===== src/rtl/myfpga_config_loader.sv =====
// Serial configuration loader: framed bitstream -> per-chain config registers.
// Ports: i_ConfigClock/i_Reset, i_ConfigActive/i_ConfigData in; o_Config,
// o_LoadedMask, o_FrameOk, o_FrameErr, o_Error, o_Busy, o_Done out.
module myfpga_config_loader #(
  parameter int NUM_CHAINS   = 4,
  parameter int CHAIN_LENGTH = 32,
  parameter int SEL_W        = 8
) (
  input  logic                               i_ConfigClock,
  input  logic                               i_Reset,
  input  logic                               i_ConfigActive,
  input  logic                               i_ConfigData,
  output logic [NUM_CHAINS*CHAIN_LENGTH-1:0] o_Config,
  output logic [NUM_CHAINS-1:0]              o_LoadedMask,
  output logic                               o_FrameOk,
  output logic                               o_FrameErr,
  output logic                               o_Error,
  output logic                               o_Busy,
  output logic                               o_Done
);

  localparam int MAXL = (SEL_W > CHAIN_LENGTH) ? SEL_W : CHAIN_LENGTH;
  localparam int CW   = $clog2(MAXL + 1);

  typedef enum logic [1:0] {
    IDLE,
    HEADER,
    PAYLOAD,
    CHECK
  } state_t;

  state_t                               state_q, state_d;
  logic [CW-1:0]                        cnt_q;
  logic [SEL_W-1:0]                     hdr_q;
  logic [CHAIN_LENGTH-1:0]              stg_q;
  logic                                 par_q;
  logic [NUM_CHAINS*CHAIN_LENGTH-1:0]   cfg_q;
  logic [NUM_CHAINS-1:0]                mask_q;
  logic                                 err_q;
  logic                                 done_q;
  logic                                 ok_q;
  logic                                 ferr_q;

  logic act;
  logic din;
  logic hdr_last;
  logic pay_last;
  logic idx_ok;
  logic busy;
  logic start;
  logic in_hdr;
  logic in_pay;
  logic chk;
  logic abort_f;
  logic clean_end;
  logic frame_ok;
  logic frame_bad;

  assign act      = i_ConfigActive;
  assign din      = i_ConfigData;
  assign hdr_last = (cnt_q == CW'(SEL_W - 1));
  assign pay_last = (cnt_q == CW'(CHAIN_LENGTH - 1));
  // Extra MSB so NUM_CHAINS == 2**SEL_W does not wrap to zero.
  assign idx_ok   = ({1'b0, hdr_q} < (SEL_W + 1)'(NUM_CHAINS));

  always_ff @(posedge i_ConfigClock or posedge i_Reset) begin
    if (i_Reset) state_q <= IDLE;
    else         state_q <= state_d;
  end

  always_comb begin
    state_d = state_q;
    unique case (state_q)
      IDLE: begin
        // The session-start edge already consumes header bit 0.
        if (act) state_d = hdr_last ? PAYLOAD : HEADER;
      end
      HEADER: begin
        if (!act)          state_d = IDLE;
        else if (hdr_last) state_d = PAYLOAD;
      end
      PAYLOAD: begin
        if (!act)          state_d = IDLE;
        else if (pay_last) state_d = CHECK;
      end
      CHECK: begin
        state_d = act ? HEADER : IDLE;
      end
      default: state_d = IDLE;
    endcase
  end

  always_comb begin
    busy      = 1'b0;
    in_hdr    = 1'b0;
    in_pay    = 1'b0;
    chk       = 1'b0;
    clean_end = 1'b0;
    unique case (state_q)
      IDLE: begin
        in_hdr = act;
      end
      HEADER: begin
        busy      = (cnt_q != '0);
        in_hdr    = act;
        clean_end = !act && (cnt_q == '0);
      end
      PAYLOAD: begin
        busy   = 1'b1;
        in_pay = act;
      end
      CHECK: begin
        busy = 1'b1;
        chk  = act;
      end
      default: ;
    endcase
    start     = (state_q == IDLE) && act;
    abort_f   = busy && !act;
    frame_ok  = chk && !(par_q ^ din) && idx_ok;
    frame_bad = chk && !frame_ok;
  end

  always_ff @(posedge i_ConfigClock or posedge i_Reset) begin
    if (i_Reset) begin
      cnt_q  <= '0;
      hdr_q  <= '0;
      stg_q  <= '0;
      par_q  <= 1'b0;
      cfg_q  <= '0;
      mask_q <= '0;
      err_q  <= 1'b0;
      done_q <= 1'b0;
      ok_q   <= 1'b0;
      ferr_q <= 1'b0;
    end else begin
      ok_q   <= frame_ok;
      ferr_q <= frame_bad || abort_f;
      if (start) begin
        err_q  <= 1'b0;
        mask_q <= '0;
        done_q <= 1'b0;
      end
      if (in_hdr) begin
        hdr_q <= SEL_W'({hdr_q, din});
        // Count zero in HEADER/IDLE marks the first bit of a new frame.
        par_q <= (cnt_q == '0) ? din : (par_q ^ din);
        cnt_q <= hdr_last ? '0 : cnt_q + CW'(1);
      end
      if (in_pay) begin
        stg_q <= CHAIN_LENGTH'({stg_q, din});
        par_q <= par_q ^ din;
        cnt_q <= pay_last ? '0 : cnt_q + CW'(1);
      end
      if (frame_ok) begin
        for (int k = 0; k < NUM_CHAINS; k++) begin
          if (hdr_q == SEL_W'(k)) begin
            cfg_q[k*CHAIN_LENGTH +: CHAIN_LENGTH] <= stg_q;
            mask_q[k] <= 1'b1;
          end
        end
      end
      if (frame_bad || abort_f) err_q <= 1'b1;
      if (abort_f) begin
        stg_q <= '0;
        cnt_q <= '0;
      end
      if (clean_end) done_q <= (&mask_q) && !err_q;
    end
  end

  assign o_Config     = cfg_q;
  assign o_LoadedMask = mask_q;
  assign o_FrameOk    = ok_q;
  assign o_FrameErr   = ferr_q;
  assign o_Error      = err_q;
  assign o_Busy       = busy;
  assign o_Done       = done_q;

endmodule


===== config.mk =====
export PLATFORM = sky130hd
export DESIGN_NAME = myfpga_config_loader
export DESIGN_NICKNAME = d
export VERILOG_FILES = /design/src/rtl/myfpga_config_loader.sv
export SDC_FILE = /design/constraint.sdc
export NUM_CORES = 1
export LEC_CHECK = 0
export BUFFER_PORTS_ARGS = -buffer_cell sky130_fd_sc_hd__buf_2
export CORE_MARGIN = 4
export CORE_UTILIZATION = 29
export CTS_CLUSTER_DIAMETER = 100
export DETAILED_ROUTE_END_ITERATION = 8
export GPL_TIMING_DRIVEN = 0
export PLACE_DENSITY = 0.54
export SLEW_MARGIN = 10
export SYNTH_ARGS = -nofsm -noshare
export SYNTH_HDL_FRONTEND = slang
export SYNTH_SLANG_ARGS = --single-unit

===== constraint.sdc =====
create_clock -name i_ConfigClock -period 7.5 [get_ports i_ConfigClock]
set_input_delay 0 -clock i_ConfigClock [delete_from_list [all_inputs] [get_ports i_ConfigClock]]
set_output_delay 0 -clock i_ConfigClock [all_outputs]
set_load 0.005 [all_outputs]

==> results of run 1 <==
## registers in the layout, summed over array words and instances, names as in the netlist
register      cells
cnt_q             6
hdr_q             8
o_Config        128
o_Done            1
o_Error           1
o_FrameErr        1
o_FrameOk         1
o_LoadedMask      4
par_q             1
state_q           2
stg_q            32
## cell usage in the layout, fill, tap and decap left out, types with 2 or more instances in the layout
cell / synthesis / routed
nand3_1: 4 / 4
ha_1: 2 / 2
nor4_1: 2 / 2
mux2_1: 8 / 8
nor2_1: 6 / 6
a21oi_1: 36 / 36
mux2_2: 120 / 120
clkinv_8: 0 / 3
nor3_1: 4 / 4
nand2_1: 97 / 97
o21ai_0: 11 / 11
or3_1: 2 / 2
clkinv_2: 0 / 2
nand2b_1: 5 / 5
o31ai_1: 3 / 3
buf_12: 9 / 9
a211oi_1: 2 / 2
clkbuf_16: 0 / 17
clkbuf_1: 17 / 17
a211o_1: 2 / 2
clkinv_4: 0 / 3
dlygate4sd3_1: 0 / 3
a221o_1: 2 / 2
and3b_1: 3 / 3
inv_6: 0 / 2
o21bai_1: 2 / 2
inv_1: 4 / 3
inv_8: 0 / 6
buf_2: 0 / 140
xor2_1: 2 / 2
dfrtp_1: 185 / 185
nor2b_1: 2 / 2
buf_6: 6 / 6
## area by class of cell
class                   count  area (um^2)  share of cell area, %
plain buffers              32        311.5                  3.396
inverters                   4        22.52                 0.2455
flip-flops and latches    185         4629                  50.46
well taps                 330        412.9                  4.500
clock inverters            15        158.9                  1.732
multi-input cells         329         2456                  26.77
clock buffers              17        425.4                  4.637
repair buffers            144        758.2                  8.264
## synth_stat cells, types with 3 or more instances
| library cell | count |
|---|---|
| buf_6 | 6 |
| o21ai_0 | 11 |
| o31ai_1 | 3 |
| nor2_1 | 6 |
| inv_1 | 4 |
| and3b_1 | 3 |
| nand2_1 | 97 |
| clkbuf_1 | 17 |
| buf_12 | 9 |
| nand3_1 | 4 |
| nor3_1 | 4 |
| mux2_1 | 8 |
| a21oi_1 | 36 |
| dfrtp_1 | 185 |
| mux2_2 | 120 |
| nand2b_1 | 5 |
## through the flow
stage          setup TNS [ns]  area (um^2)  utilization, %  hold WS [ns]  power [mW]
2_1_floorplan               0         7412               -        0.1054       1.172
3_3_place_gp          -0.2968         8526           33.86        0.3052       1.222
3_5_place_dp                0         8561           34.00        0.1455       1.225
4_1_cts                     0         9175           36.44        0.2382       2.129
5_1_grt                     0         9175           36.44        0.2373       2.198
6_report                    0         9175           36.44        0.1860       2.086
## critical path, delay by kind of cell (launching register included)
family / cells / cell delay [ns]
DFF: 1 / 0.43
AOI/OAI and AO/OA: 2 / 1.04
and+or+nand+nor: 2 / 0.23
buffers and inverters: 2 / 0.78
## where the power goes
part / internal, mW / total [mW] / switching, mW
sequential: 1.02 / 1.05 / 0.0260
combinational: 0.0520 / 0.152 / 0.100
clock: 0.447 / 0.884 / 0.437
total: 1.52 / 2.09 / 0.563
## how the worst min path moves through the flow
stage	startpoint	to	cells after the start
2_1_floorplan	i_ConfigData	hdr_q[0]$_DFFE_PP0P_	2
3_3_place_gp	i_ConfigData	hdr_q[0]$_DFFE_PP0P_	3
3_5_place_dp	i_Reset	o_Config[36]$_DFFE_PP0P_	2
4_1_cts	i_Reset	o_Config[36]$_DFFE_PP0P_	3
5_1_grt	i_Reset	o_Config[36]$_DFFE_PP0P_	3
6_report	i_Reset	o_Config[36]$_DFFE_PP0P_	3
## metal layers
layer  wire length (um)  track usage, %
met1               8530           18.46
met2               7922           19.29
met3                847           3.381
met4                107           2.541
met5                  0               0
## timing repair
item / CTS / global route
hold buffers: 3 / 0
setup buffers: 0 / 0
hold endpoints to repair: 93 / 0
## logic make-up after synthesis
family,synth area share [%]
xor gates and xnor gates,0.2364
buffers and inverters,4.406
AOI/OAI and AO/OA,5.165
DFF,62.46
adders and majority gates,0.3376
and+or+nand+nor,7.951
muxes,19.45
==> results.py, run 1 <==
metrics = {
    "clock_tree": {
        "cts_num_sinks": 185,
        "clock-root-buffer": "clkbuf_16",
        "cts_buffer_depth": 2,
        "post_cts_resized": 0,
        "clkSlewWorstSetupHoldPaths_ns": 0.08,
        "htreeDepth": 4,
        "cts_tree": "yes",
        "cts_buffers": 17,
        "clock_latency_ns": 0.42,
    },
    "flow_run": {
        "drv_cap": 0,
    },
    "logic_synthesis": {
        "netlist.top_cell.by_area": "dfrtp_1",
        "avgSynthCellArea_um2": 13.48,
        "ys_ff_latch": 185,
        "ys_types": 39,
        "yosysWarnings": 0,
        "synth_edf_count": 0,
        "synth_top_area_share_pct": 62.46,
        "ys_seq_area_share_pct": 62.46,
        "synth_flop_cell": "dfrtp_1",
        "synth_cells": 550,
        "async_flop_share_pct": 100.0,
        "syn_nets": 556,
        "synth_area_mm2": 0.007412,
        "synthTopCellsByArea": "dfrtp_1 62%, mux2_2 18%, nand2_1 4.9%",
    },
    "pwr": {
        "irDropWorstVdd_uv": 94.96,
        "power_leakage_nw": 4.866,
        "power.density_mw_per_mm2": 227.3,
    },
    "cells_and_area": {
        "drive_gt1_share_pct": 43.25,
        "syn2layout_area_growth_pct": 23.78,
        "nets": 719,
        "finalNonFillerCells": 1056,
        "num-fill-cells": 2484,
        "n_antenna_cell": 0,
    },
    "detailed_routing": {
        "vias": 4741,
        "drcViolationCount": 0,
        "drtPass1Iterations": 4,
        "vias_per_cell": 4.490,
        "drt-initial-drc-count": 258,
        "wl_per_cell_um": 16.48,
        "ant_nets": 0,
        "wirelength_mm": 17.41,
    },
    "floorplan": {
        "core_area_mm2": 0.02518,
        "std_cell_rows": 58,
        "start_util_pct": 29.43,
        "dieArea_mm2": 0.02818,
        "die_w_um": 167.9,
        "ioPinCount": 141,
        "chipHeight_um": 167.9,
    },
    "setup_path": {
        "critPathSlowestCell": "a21oi_1",
        "reg2regPathDepth": 6,
        "start_kind": "flop",
        "cp.required_ns": 7.79,
        "worstPathMaxFanout": 10,
        "crit_end": "cnt_q[2]$_DFFE_PP0P_",
        "r2r-start": "cnt_q[3]$_DFFE_PP0P_",
        "slowest_delay_ns": 0.81,
        "r2r_end": "cnt_q[2]$_DFFE_PP0P_",
        "crit_start": "cnt_q[3]$_DFFE_PP0P_",
        "rrSetupSlack_ns": 4.89,
        "arrival_ns": 2.90,
        "worstSetupPathType": "flop to flop",
        "path_cells": "or3_1 -> clkbuf_1 -> o21ai_0 -> a21oi_1 -> clkbuf_1 -> nor2_1",
        "cpMostUsedCell": "clkbuf_1",
        "endpoint_kind": "flop",
    },
    "global_route": {
        "grt_usage_pct": 12.71,
        "overflow": 0,
        "grt_max_degree": 97,
        "grt_pass1_wl_mm": 28.69,
        "grt_pass1_vias": 4870,
        "antenna_found_initial": 1,
    },
    "sta": {
        "slew_viol_final": 0,
        "report.final.setup_viol": 0,
        "hold_viol": 0,
        "fin_worst_skew_ns": 0.01362,
        "rsz0062_at_grt": "no",
        "post-route-period-util_pct": 34.82,
        "worst_slew_pin_slew_ns": 0.9677,
        "slew_headroom_pct": 35.49,
        "fmax_ghz": 0.3829,
        "layout_setup_ws_ns": 4.889,
        "period_needed_ns": 2.611,
    },
    "outcome": {
        "status": "complete, no violations",
    },
    "placement": {
        "place_congestion": 0.7198,
        "dp.cells": 1021,
        "pre_cts_slack_ns": 4.836,
        "dpl.hpwl_mm": 11.89,
        "port-buffer-count": 140,
    },
    "min_path": {
        "hp-class": "primary input to asynchronous set/reset pin",
    },
}
No activity file was read; power rests on OpenSTA's default activity.
==> run 2, diff against run 1 <==
Settings changed: PLACE_DENSITY 0.54 to 0.56.
Clock period 7.5 ns to 2.3 ns, I/O delays scaled along.
==> results.py, run 2 (synthesized netlist as in run 1, its figures left out) <==
metrics = {
    "detailed_routing": {
        "drt-initial-drc-count": 242,
        "ant_nets": 0,
        "wl_per_cell_um": 16.81,
        "drtPass1Iterations": 4,
        "vias_per_cell": 4.509,
        "vias": 4816,
        "wirelength_mm": 17.96,
        "drcViolationCount": 0,
    },
    "sta": {
        "fin_worst_skew_ns": 0.01344,
        "post-route-period-util_pct": 99.11,
        "report.final.setup_viol": 0,
        "slew_viol_final": 0,
        "rsz0062_at_grt": "yes",
        "slew_headroom_pct": 54.92,
        "worst_slew_pin_slew_ns": 0.6748,
        "layout_setup_ws_ns": 0.02056,
        "period_needed_ns": 2.279,
        "fin_tns_setup_ns": 0,
        "fmax_ghz": 0.4387,
        "hold_viol": 0,
    },
    "setup_path": {
        "cp.required_ns": 2.60,
        "endpoint_kind": "flop",
        "start_kind": "flop",
        "arrival_ns": 2.58,
        "worstSetupPathType": "flop to flop",
        "path_cells": "or4_4 -> nor4b_4 -> and3_1 -> buf_6 -> buf_12 -> mux2_2",
        "crit_buf_inv": 2,
        "rrSetupSlack_ns": 0.02,
        "slowest_delay_ns": 0.56,
        "critPathTopFamily": "simple AND/OR/NAND/NOR gates",
        "worstPathMaxFanout": 10,
        "critPathSlowestCell": "or4_4",
    },
    "global_route": {
        "grt_usage_pct": 12.77,
        "grt_max_degree": 37,
        "grt_pass1_vias": 4909,
        "antenna_found_initial": 1,
        "overflow": 0,
        "grt_pass1_wl_mm": 28.58,
    },
    "cells_and_area": {
        "final_cell_mix": "185 x dfrtp_1, 140 x buf_2, 97 x nand2_1",
        "num-fill-cells": 2439,
        "drive_gt1_share_pct": 45.18,
        "largest_reg_flops": 128,
        "final_common_cell": "dfrtp_1",
        "finalNonFillerCells": 1068,
        "syn2layout_area_growth_pct": 29.20,
        "fin_area_mm2": 0.009577,
        "nets": 731,
    },
    "floorplan": {
        "std_cell_rows": 58,
        "core_area_mm2": 0.02518,
        "dieArea_mm2": 0.02818,
        "ioPinCount": 141,
        "chipHeight_um": 167.9,
        "start_util_pct": 29.43,
        "die_w_um": 167.9,
    },
    "pwr": {
        "power_leakage_nw": 5.007,
        "irDropWorstVdd_uv": 411.7,
        "power.density_mw_per_mm2": 707.1,
        "finalPower_mw": 6.772,
    },
    "clock_tree": {
        "htreeDepth": 4,
        "cts_num_sinks": 185,
        "cts_buffer_depth": 2,
        "clkSlewWorstSetupHoldPaths_ns": 0.07,
        "cts_buffers": 17,
        "clock_latency_ns": 0.42,
        "cts_tree": "yes",
        "clock-root-buffer": "clkbuf_16",
    },
    "placement": {
        "place_area_mm2": 0.008630,
        "port-buffer-count": 140,
        "dpl.hpwl_mm": 12.14,
        "pre_cts_slack_ns": -0.3401,
        "dp.cells": 1025,
        "place_congestion": 0.7377,
    },
    "outcome": {
        "status": "complete, no violations",
    },
    "flow_run": {
        "drv_cap": 0,
    },
    "min_path": {
        "hp-class": "primary input to asynchronous set/reset pin",
    },
}
run 2: layer usage:
metal	track usage (%)	wire length, um	vias to the layer above	share of wire (%)
met1	18.15	8718	2443	49
li1	-	-	2241	-
met3	3.052	855	10	4.8
met2	19.97	8247	122	46
met4	2.823	133	0	0.74
met5	0	0	-	0
run 2: through the flow:
step	util, %	hold slack, ns
3_5_place_dp	34.27	0.1367
4_1_cts	36.95	0.2258
3_3_place_gp	33.87	0.3008
6_report	38.03	0.2237
2_1_floorplan	-	0.1054
5_1_grt	38.02	0.2718
run 2: worst paths after layout:
kind,from,end,depth (start not counted)
hold / removal,i_Reset,o_Config[56]$_DFFE_PP0P_,3
min in group i_ConfigClock,i_ConfigData,par_q$_DFFE_PP0P_,3
setup / recovery,hdr_q[7]$_DFFE_PP0P_,o_Config[123]$_DFFE_PP0P_,6
setup reg to reg,hdr_q[7]$_DFFE_PP0P_,o_Config[123]$_DFFE_PP0P_,6
hold reg to reg,o_Config[127]$_DFFE_PP0P_,o_Config[127]$_DFFE_PP0P_,1
max in group asynchronous,i_Reset,o_Config[38]$_DFFE_PP0P_,6
run 2: power by group:
part / internal [mW] / switching, mW
Clock: 1.51 / 1.30
Combinational: 0.196 / 0.346
Sequential: 3.34 / 0.0876
run 2: layout make-up:
type                    instances  area, um^2  area share (%)
repair buffers                156       890.9           9.302
multi-input cells             329        2746           28.68
inverters                       4       18.77          0.1960
clock buffers                  19       432.9           4.521
well taps                     330       412.9           4.311
clock inverters                12       120.1           1.254
diodes                          1       2.502         0.02613
plain buffers                  32       322.8           3.371
flip-flops and latches        185        4629           48.34
run 2: timing repair:
action / CTS / global route
resized for setup: 9 / 80
endpoints found under the hold margin: 30 / 0
setup endpoints to repair: 118 / 150
setup buffers: 8 / 0
pin swaps: 4 / 2
hold buffers: 3 / 0
run 2: worst reg2reg max path: cells and delay by family (launching register included):
family | cells | cell delay, ns
buffers and inverters | 2 | 0.30
muxes | 1 | 0.34
DFF | 1 | 0.39
and+or+nand+nor | 3 | 1.13
